### config.mk
export PLATFORM = sky130hd
export DESIGN_NAME = wb_host_sequencer
export DESIGN_NICKNAME = d
export VERILOG_FILES = /design/src/rtl/wb_host_sequencer.sv
export SDC_FILE = /design/constraint.sdc
export NUM_CORES = 1
export LEC_CHECK = 0
export ABC_AREA = 1
export BUFFER_PORTS_ARGS = -buffer_cell sky130_fd_sc_hd__buf_2
export CAP_MARGIN = 40
export CORE_MARGIN = 2
export CORE_UTILIZATION = 40
export DETAILED_ROUTE_END_ITERATION = 6
export GPL_ROUTABILITY_DRIVEN = 0
export HOLD_SLACK_MARGIN = 0.15
export PLACE_DENSITY_LB_ADDON = 0.12
export SLEW_MARGIN = 0
export SYNTH_ARGS = -nofsm -noshare
export SYNTH_HDL_FRONTEND = slang
export SYNTH_SLANG_ARGS = --single-unit
### constraint.sdc
create_clock -name wb_clk_i -period 3.3 [get_ports wb_clk_i]
set_input_delay 0.165 -clock wb_clk_i [delete_from_list [all_inputs] [get_ports wb_clk_i]]
set_output_delay 0.165 -clock wb_clk_i [all_outputs]
set_load 0.02 [all_outputs]
### src/rtl/wb_host_sequencer.sv
// Wishbone classic single-transfer initiator: accepts one read/write command over a
// valid/ready port, runs one bus cycle, and returns read data or a timeout error.
//
//   state | meaning
//   IDLE  | ready for a command; cmd_ready_o high
//   BUS   | cyc/stb asserted, waiting for ack or timeout
//   RESP  | response valid, waiting for rsp_ready_i
module wb_host_sequencer #(
  parameter int TIMEOUT = 16,
  parameter int TOUT_W  = 8
) (
  input  logic        wb_clk_i,
  input  logic        wb_rst_i,
  input  logic        cmd_valid_i,
  output logic        cmd_ready_o,
  input  logic        cmd_we_i,
  input  logic [31:0] cmd_adr_i,
  input  logic [31:0] cmd_dat_i,
  input  logic [3:0]  cmd_sel_i,
  output logic        rsp_valid_o,
  input  logic        rsp_ready_i,
  output logic [31:0] rsp_dat_o,
  output logic        rsp_err_o,
  output logic        wbm_cyc_o,
  output logic        wbm_stb_o,
  output logic        wbm_we_o,
  output logic [3:0]  wbm_sel_o,
  output logic [31:0] wbm_adr_o,
  output logic [31:0] wbm_dat_o,
  input  logic [31:0] wbm_dat_i,
  input  logic        wbm_ack_i,
  output logic [7:0]  err_cnt_o
);

  localparam logic [1:0] IDLE = 2'd0;
  localparam logic [1:0] BUS  = 2'd1;
  localparam logic [1:0] RESP = 2'd2;

  localparam logic [TOUT_W-1:0] TOUT_LAST = TOUT_W'(TIMEOUT - 1);

  logic [1:0]        state;
  logic [TOUT_W-1:0] tout_cnt;

  assign cmd_ready_o = (state == IDLE);
  // stb is a copy of the registered cyc, so the two can never diverge
  assign wbm_stb_o   = wbm_cyc_o;

  always_ff @(posedge wb_clk_i or posedge wb_rst_i) begin
    if (wb_rst_i) begin
      state       <= IDLE;
      tout_cnt    <= '0;
      wbm_cyc_o   <= 1'b0;
      wbm_we_o    <= 1'b0;
      wbm_sel_o   <= '0;
      wbm_adr_o   <= '0;
      wbm_dat_o   <= '0;
      rsp_valid_o <= 1'b0;
      rsp_dat_o   <= '0;
      rsp_err_o   <= 1'b0;
      err_cnt_o   <= '0;
    end else begin
      case (state)
        IDLE: begin
          if (cmd_valid_i) begin
            wbm_we_o  <= cmd_we_i;
            wbm_adr_o <= cmd_adr_i;
            wbm_dat_o <= cmd_dat_i;
            wbm_sel_o <= cmd_sel_i;
            wbm_cyc_o <= 1'b1;
            tout_cnt  <= '0;
            state     <= BUS;
          end
        end
        BUS: begin
          // ack has priority over a timeout landing in the same cycle
          if (wbm_ack_i) begin
            wbm_cyc_o   <= 1'b0;
            rsp_valid_o <= 1'b1;
            rsp_err_o   <= 1'b0;
            rsp_dat_o   <= wbm_we_o ? 32'd0 : wbm_dat_i;
            state       <= RESP;
          end else if (tout_cnt == TOUT_LAST) begin
            wbm_cyc_o   <= 1'b0;
            rsp_valid_o <= 1'b1;
            rsp_err_o   <= 1'b1;
            rsp_dat_o   <= 32'd0;
            if (err_cnt_o != 8'hFF) err_cnt_o <= err_cnt_o + 8'd1;
            state       <= RESP;
          end else begin
            tout_cnt <= tout_cnt + 1'b1;
          end
        end
        RESP: begin
          if (rsp_ready_i) begin
            rsp_valid_o <= 1'b0;
            state       <= IDLE;
          end
        end
        default: begin
          wbm_cyc_o   <= 1'b0;
          rsp_valid_o <= 1'b0;
          state       <= IDLE;
        end
      endcase
    end
  end

endmodule

# After elaboration in Yosys (flattened, before gate mapping)
# Cells that the tools add are included.
# word_totals
input_bits,106
reg_bits,122
output_inout_bits,114
elab_cells,56
# classes
n_bitwise,3
n_addsub,2
n_reduce_logical,10
n_eq_ne,9
mux,21
# op_table
operator,count
32-bit two-way mux,3
8-bit two-way mux,3
8-bit by 1-bit adder with 8-bit output (second input constant),2
8-bit one-hot mux with 2 select lines,1
3-bit AND reduction,3
8-bit by 4-bit equality test with 1-bit output (second input constant),1
2-bit two-way mux,4
2-bit != test (second input constant),4
8-bit != test (second input constant),1
4-bit AND reduction,2
1-bit two-way mux,7
1-bit one-hot mux with 3 select lines,2
2-bit one-hot mux with 3 select lines,1
2-bit AND reduction,2
2-bit nonzero test,2
3-bit != test (second input constant),1
1-bit inverter,3
2-bit by 1-bit equality test with 1-bit output (second input constant),1
2-bit equality test (second input constant),1
2-bit zero test,1

# Longest topological paths before layout
# Gate-level depths: netlist of run 1.
# logic_depth
depth_word,4
mapped_depth,10
mapped_depth_nobuf,9

# Worst setup path after synthesis of run 1
# Ideal clock, no wire load.
# synth_path
path_type,flip-flop to flip-flop
start,register state[1]
end,register wbm_dat_o[0]
period_less_slack_ns,1.476
path_slack_ns,1.824
t_required_ns,3.172
t_arrival_ns,1.348
setup_ns,0.128
n_path_buf,2
stages_incl_launch_ff,6
cell_sequence,dfrtp_1 > nor2_4 > nand2_2 > buf_4 > buf_4 > mux2_1
# synth_between
elab_chain_cells,2
# synth_lines
item,line_no,source
from (decl),41,logic [1:0] state;
from (signal assigned),50,state <= IDLE;
from (signal assigned),71,state <= BUS;
from (signal assigned),81,state <= RESP;
2-bit zero test,-,
named net cmd_ready_o,15,"output logic cmd_ready_o,"
2-bit AND reduction (no line),-,
to (signal assigned),67,wbm_dat_o <= cmd_dat_i;
to (decl),29,"output logic [31:0] wbm_dat_o,"
# The timed path passes the listed nets, and every way through them passes these cells.
# A chain may end at the register's enable or synchronous reset.

# Final worst setup path of run 1
# layout_path
start,register tout_cnt[0]
end,register rsp_dat_o[16]
# layout_between
elab_chain_cells,3
# layout_lines
item,line_no,source
from (decl),42,logic [TOUT_W-1:0] tout_cnt;
from (signal assigned),90,tout_cnt <= tout_cnt + 1'b1;
8-bit by 4-bit equality test with 1-bit output,82,end else if (tout_cnt == TOUT_LAST) begin
2-bit nonzero test (no line),-,
2-bit AND reduction (no line),-,
to (signal assigned),80,rsp_dat_o <= wbm_we_o ? 32'd0 : wbm_dat_i;
to (decl),22,"output logic [31:0] rsp_dat_o,"
# Every way passes these cells.

==> reports/qor.yml, run 1 <==
run_status:
  status: "finished, final reports clean"
worst_setup_path:
  crit_slowest_cell: "nand2_2"
  setup.worst_path.class: "reg -> reg"
  cpMostUsedCell: "nand2_1"
  arrival_ns: 2.48
  crit_chain: "ha_1, nand2_1, inv_2, nand2_2, nor2_4, nand2_2, nand2_4, nand2_1, nand2_1"
  critical_path_buf_inv_count: 1
  path_max_fanout: 33
  crit_required_ns: 3.59
  path_delay_family: "simple AND/OR/NAND/NOR gates"
  slowest_delay_ns: 0.48
  start_kind: "register"
  setup.worst_path.end_class: "register"
drt:
  wirelength_um: 14200
  drt_iter0_drc: 291
  antenna_left: 0
  vias: 4779
  firstDrtPassIters: 4
  drc: 0
  routedWlPerCell_um: 13.8
  viasPerCell: 4.64
hold_path:
  min_path_type: "in -> async"
logic_synthesis:
  synth-seq-area-share_pct: 57.6
  syn_inst: 517
  ys_warn_count: 0
  synth-seq-cells: 122
  yosysTopAreaCell: "dfrtp_1"
  syn_area_um2: 5300
  syn_area_per_cell_um2: 10.3
  synth_top_area_share_pct: 57.6
  synth_area_leaders: "dfrtp_1, mux2_2, nand2_1, nand3_1, inv_1"
  ys_types: 28
  syn_nets: 625
cts:
  cts_buffers: 17
  cts_num_sinks: 122
  clock_path_buffers: 2
  post_cts_buffers: 0
  cts_tree: "built"
  clockRootBuffer: "clkbuf_16"
  h-tree-depth: 4
  path_clk_slew_ns: 0.05
  clkLatencyLatePin_ns: 0.41
  cts_resized: 0
power_and_ir_drop:
  total_leakage_power_uw: 0.00437
  power-per-cell-area_nw_per_um2: 884
  vdd_ir_drop_max_mv: 0.390
  p_total_uw: 7250
finish:
  drive_gt1_share_pct: 39.1
  design_area_um2: 8200
  antennaDiodeCount: 0
  nFillCells: 1028
  multi_input_area_um2: 1920
  final_cell_mix: "buf_2, nand2_1, dfrtp_1"
  nNetsFinal: 950
  register_area_um2: 3050
  area_delta_synth_final_pct: 54.6
  final_common_cell: "buf_2"
timing:
  fmax_mhz: 456
  skew_ns: 0.00734
  relSlewSlack_pct: 57.5
  tightest_slew_ns: 0.635
  rsz0062_at_grt: "false"
  slew_viol_final: 0
  fin_crit_sh_pct: 66.4
  setup_viol_count_final: 0
  hold_viol_final: 0
  setup_slack_ns: 1.11
  tns_ns: 0
  fin_crit_ns: 2.19
placed_design:
  place_area_um2: 6580
  dpl.hpwl_um: 8980
  port_buffers: 219
  place_ws_ns: 1.07
floorplanning:
  dieArea_um2: 14200
  fp-row-count: 42
  fp.dieW_um: 119
  start_util_pct: 40.5
  io_pins: 220
  fp.dieH_um: 119
  coreArea_um2: 13100
grt:
  first_global_vias: 4802
  grt_pass1_wl_um: 22900
  grt_usage_pct: 20.2
  met2_usage_pct: 32.2
  met3_usage_pct: 6.23
  grt-busiest-layer: "met2"
  antenna_found_initial: 0
  grt_max_degree: 83
  grt-ovfl-total: 0
  grtUsageMet1_pct: 25.5
run:
  max_cap_viol_count: 0
kinds of logic after synthesis:
kind of cell / after synthesis / share of synthesized area, %
AND/OR/NAND/NOR: 233 / 18.8
buffers and inverters: 73 / 6.28
multiplexers: 69 / 14.7
XOR/XNOR: 6 / 0.991
AO/OA/AOI/OAI: 12 / 1.25
adder cells (fa/ha/maj): 2 / 0.472
flip-flops: 122 / 57.6
metrics by stage:
step	utilization, %	cells	hold WS, ns
after floorplan	-	517	0.297
after global placement	49.7	891	0.378
after detailed placement	50.3	894	0.209
after CTS	62.6	1030	0.349
after global routing	62.6	1030	0.370
final	62.6	1030	0.337
worst min-delay path: cells and delay by family:
family                 cells  cell delay [ns]
buffers and inverters      3             0.99
final timing paths:
check                                endpoint  slack, ns         from  depth (start not counted)
worst max register to register  rsp_dat_o[16]       1.11  tout_cnt[0]                          9
worst max-delay path            rsp_dat_o[16]       1.11  tout_cnt[0]                          9
worst min-delay path             wbm_dat_o[0]       0.34     wb_rst_i                          3
max in group asynchronous       wbm_dat_o[25]       2.00     wb_rst_i                          5
worst min register to register      rsp_err_o       0.47    rsp_err_o                          2
min in group wb_clk_i               rsp_err_o       0.47    rsp_err_o                          2
state kept, by name, indices dropped and copies added (netlist names):
name / flops
wbm_we_o: 1
state: 2
tout_cnt: 8
wbm_cyc_o: 1
rsp_valid_o: 1
err_cnt_o: 8
wbm_adr_o: 32
wbm_dat_o: 32
wbm_sel_o: 4
rsp_err_o: 1
rsp_dat_o: 32
routing by layer:
layer  vias up  wire length, µm
met2       193             6600
met5         -                0
li1       2300                -
met3        31             1050
met1      2255             6210
met4         0              382
synthesized netlist by cell type, drive strengths merged:
cell    number
a21oi        3
nor3         1
o21a         1
o21ai        8
buf         16
nand2      131
nand3       48
inv         50
or2          1
nor3b        1
xor2         5
clkbuf       7
nor2        49
nand4        2
dfrtp      122
mux2        69
xnor2        1
ha           2
timing repair:
item,CTS,global route
hold buffers,105,0
setup endpoints to repair,0,0
endpoints found under the hold margin,145,0
cell type report:
| cell class | instances | area share (%) |
|---|---|---|
| well taps | 176 | 2.69 |
| inverters | 50 | 2.34 |
| clock buffers | 22 | 5.66 |
| flip-flops and latches | 122 | 37.2 |
| multi-input cells | 322 | 23.4 |
| repair buffers | 329 | 27.4 |
| clock inverters | 9 | 1.19 |
report_power, final:
| group | total, µW | internal [µW] | switching (µW) |
|---|---|---|---|
| Combinational | 2990 | 1210 | 1780 |
| Clock | 1750 | 1140 | 617 |
| Sequential | 2510 | 2160 | 344 |
| Total | 7250 | 4510 | 2740 |
No activity file was read; power rests on OpenSTA's default activity.
==> inputs of run 2 (changes only) <==
- ABC_AREA: 1 -> 0
- clock period: 3.3 -> 1.8 ns (I/O delays scaled with it)
==> reports/qor.yml, run 2 <==
run_status:
  status: "complete, but fails checks"  # was finished, final reports clean
  violations: "negative setup slack"
logic_synthesis:
  synth_top_area_share_pct: 61.0  # was 57.6%
  ys_types: 38  # was 28
  synth-edff-count: 0  # unchanged
  yosys_most_used_dff: "dfrtp_1"  # unchanged
  synth_area_leaders: "dfrtp_1, nand2_1, nand4b_1, o21ai_0, inv_1"  # was dfrtp_1, mux2_2, nand2_1, nand3_1, inv_1
  synthArstFlopShare_pct: 100  # unchanged
  synth.most_common_cell: "nand2_1"  # unchanged
  syn_nets: 644  # was 625
  syn_inst: 536  # was 517
  synth.top_cells.by_count: "nand2_1, dfrtp_1, o21ai_0"  # was nand2_1, dfrtp_1, mux2_2
  yosysTopAreaCell: "dfrtp_1"  # unchanged
  ys_warn_count: 0  # unchanged
  syn_area_um2: 5000  # was 5300 µm²
  synth-seq-cells: 122  # unchanged
  synth-seq-area-share_pct: 61.0  # was 57.6%
  syn_area_per_cell_um2: 9.34  # was 10.3 µm²
drt:
  routedWlPerCell_um: 14.1  # was 13.8 µm
  viasPerCell: 4.74  # was 4.64
  antenna_left: 0  # unchanged
  drc: 0  # unchanged
  vias: 5010  # was 4779
  wirelength_um: 15000  # was 14200 µm
  firstDrtPassIters: 5  # was 4
  drt_iter0_drc: 257  # was 291
cts:
  h-tree-depth: 4  # unchanged
  path_clk_slew_ns: 0.05  # about the same
  cts_tree: "built"  # unchanged
  cts_num_sinks: 122  # unchanged
  clkLatencyLatePin_ns: 0.41  # about the same
  clockRootBuffer: "clkbuf_16"  # unchanged
  clock_path_buffers: 2  # unchanged
  cts_buffers: 17  # unchanged
hold_path:
  worstHoldPathCells: 6
  worst_hold_startpoint: "wbm_ack_i"
  min_to: "tout_cnt[2]"
  min_path_type: "in -> reg"  # was in -> async
floorplanning:
  fp.dieW_um: 116  # was 119 µm
  io_pins: 220  # unchanged
  fp.dieH_um: 116  # was 119 µm
  dieArea_um2: 13400  # was 14200 µm²
  coreArea_um2: 12100  # was 13100 µm²
  fp-row-count: 40  # was 42
  start_util_pct: 41.3  # was 40.5%
finish:
  antennaDiodeCount: 0  # unchanged
  reg.largest.list: "rsp_dat_o x32, wbm_adr_o x32, wbm_dat_o x32"  # unchanged
  nFillCells: 932  # was 1028
  nNetsFinal: 988  # was 950
  drive_gt1_share_pct: 33.4  # was 39.1%
  final_cells: 1057  # was 1030
  multi_input_area_um2: 1780  # was 1920 µm²
  area_delta_synth_final_pct: 64.2  # was 54.6%
  final_cell_mix: "buf_2, nand2_1, dfrtp_1"  # unchanged
  register_area_um2: 3050  # unchanged
  final_common_cell: "buf_2"  # unchanged
timing:
  setup_slack_ns: -0.0917  # was 1.11 ns
  relSlewSlack_pct: 63.2  # was 57.5%
  hold_viol_final: 0  # unchanged
  skew_ns: 0.00848  # was 0.00734 ns
  hold_ws_ns: 0.227  # was 0.337 ns
  setup_viol_count_final: 6  # was 0
  fin_crit_sh_pct: 105  # was 66.4%
  rsz0062_at_grt: "true"  # was false
  tns_ns: -0.370  # was 0 ns
  fmax_mhz: 529  # was 456 MHz
  slew_viol_final: 0  # unchanged
  fin_crit_ns: 1.89  # was 2.19 ns
  tightest_slew_ns: 0.550  # was 0.635 ns
power_and_ir_drop:
  power-per-cell-area_nw_per_um2: 1570  # was 884 nW/µm²
  total_leakage_power_uw: 0.00437  # about the same
  vdd_ir_drop_max_mv: 1.02  # was 0.390 mV
worst_setup_path:
  r2r_end: "err_cnt_o[1]"  # was rsp_dat_o[16]
  setup.worst_path.end_class: "register"  # unchanged
  r2r_slack_ns: -0.09  # was 1.11 ns
  setup.worst_path.class: "reg -> reg"  # unchanged
  start_kind: "register"  # unchanged
  path_max_fanout: 4  # was 33
  arrival_ns: 2.18  # was 2.48 ns
  crit_required_ns: 2.09  # was 3.59 ns
  ff2ff_path_depth: 4  # was 9
  r2r_start: "tout_cnt[7]"  # was tout_cnt[0]
grt:
  first_global_vias: 5059  # was 4802
  grt_max_degree: 68  # was 83
  grt-ovfl-total: 0  # unchanged
  antenna_found_initial: 0  # unchanged
  grt_pass1_wl_um: 23700  # was 22900 µm
  grt_usage_pct: 22.6  # was 20.2%
placed_design:
  dp_cells: 920  # was 894
  port_buffers: 219  # unchanged
  dpl.hpwl_um: 8700  # was 8980 µm
run:
  max_cap_viol_count: 0  # unchanged
==> run 2: changes by cell type after synthesis, moves of 16 or more <==
cell | previous run | this run
clkbuf_1 | 7 | 23
mux2_2 | 68 | 3
nand2_1 | 127 | 218
nand3_1 | 48 | 8
nand4b_1 | 0 | 32
nor2_1 | 44 | 9
o21ai_0 | 6 | 38
==> run 2: per-stage QoR <==
step / setup WS, ns / utilization [%] / total power, µW / area (µm²)
4_1_cts: -0.179 / 66.9 / 12800 / 8100
5_1_grt: -0.171 / 67.8 / 13800 / 8220
2_1_floorplan: -0.251 / - / 7520 / 5010
3_3_place_gp: -0.183 / 53.5 / 9370 / 6480
3_5_place_dp: -0.232 / 53.5 / 9470 / 6480
6_report: -0.0917 / 67.8 / 12900 / 8220
==> run 2: cell families after synthesis <==
family	share of synthesized area (%)
XOR/XNOR	0.875
AND/OR/NAND/NOR	25.9
buffers and inverters	5.13
AO/OA/AOI/OAI	5.90
adder cells (fa/ha/maj)	0.500
flip-flops	61.0
multiplexers	0.675
==> run 2: final cells by class <==
type / instances / share of cell area [%]
clock buffers: 25 / 6.03
inverters: 35 / 1.64
flip-flops and latches: 122 / 37.2
well taps: 168 / 2.56
multi-input cells: 347 / 21.7
repair buffers: 357 / 30.4
clock inverters: 3 / 0.487
==> run 2: how the worst max path moves through the flow <==
stage | cells past startpoint | slack, ns | startpoint | to
after floorplan | 5 | -0.25 | tout_cnt[4] | err_cnt_o[7]
after global placement | 4 | -0.18 | tout_cnt[4] | err_cnt_o[6]
after detailed placement | 4 | -0.23 | tout_cnt[4] | err_cnt_o[6]
after CTS | 4 | -0.18 | tout_cnt[7] | err_cnt_o[6]
after global routing | 4 | -0.17 | tout_cnt[7] | err_cnt_o[1]
final | 4 | -0.09 | tout_cnt[7] | err_cnt_o[1]
==> run 2: power by group <==
group | total, µW | internal [µW] | switching [µW]
clock network | 3100 | 2000 | 1100
registers | 4430 | 3850 | 583
logic | 5380 | 1970 | 3410
==> run 2: what timing repair did <==
item / in CTS / in global routing
hold buffers: 104 / 0
pin swaps: 6 / 3
gates cloned: 0 / 3
endpoints found under the hold margin: 226 / 0
endpoints found under the setup margin: 8 / 48
resized for setup: 8 / 11
buffers inserted: 1 / 1
==> run 2: metal layers <==
layer  track usage (%)  vias to the layer above  part of all wire (%)
met2              38.6                      206                    50
li1                  -                     2413                     -
met5                 0                        -                     0
met4              10.0                        0                   2.7
met1              26.7                     2359                    40
met3              6.28                       32                   6.7
==> run 2: worst max-delay path, stage by stage, from the launching register on <==
cell and delay, ns:
dfrtp_1 0.37, or4_4 0.53, or3_4 0.39, nor2_2 0.15
mux2_2 0.34
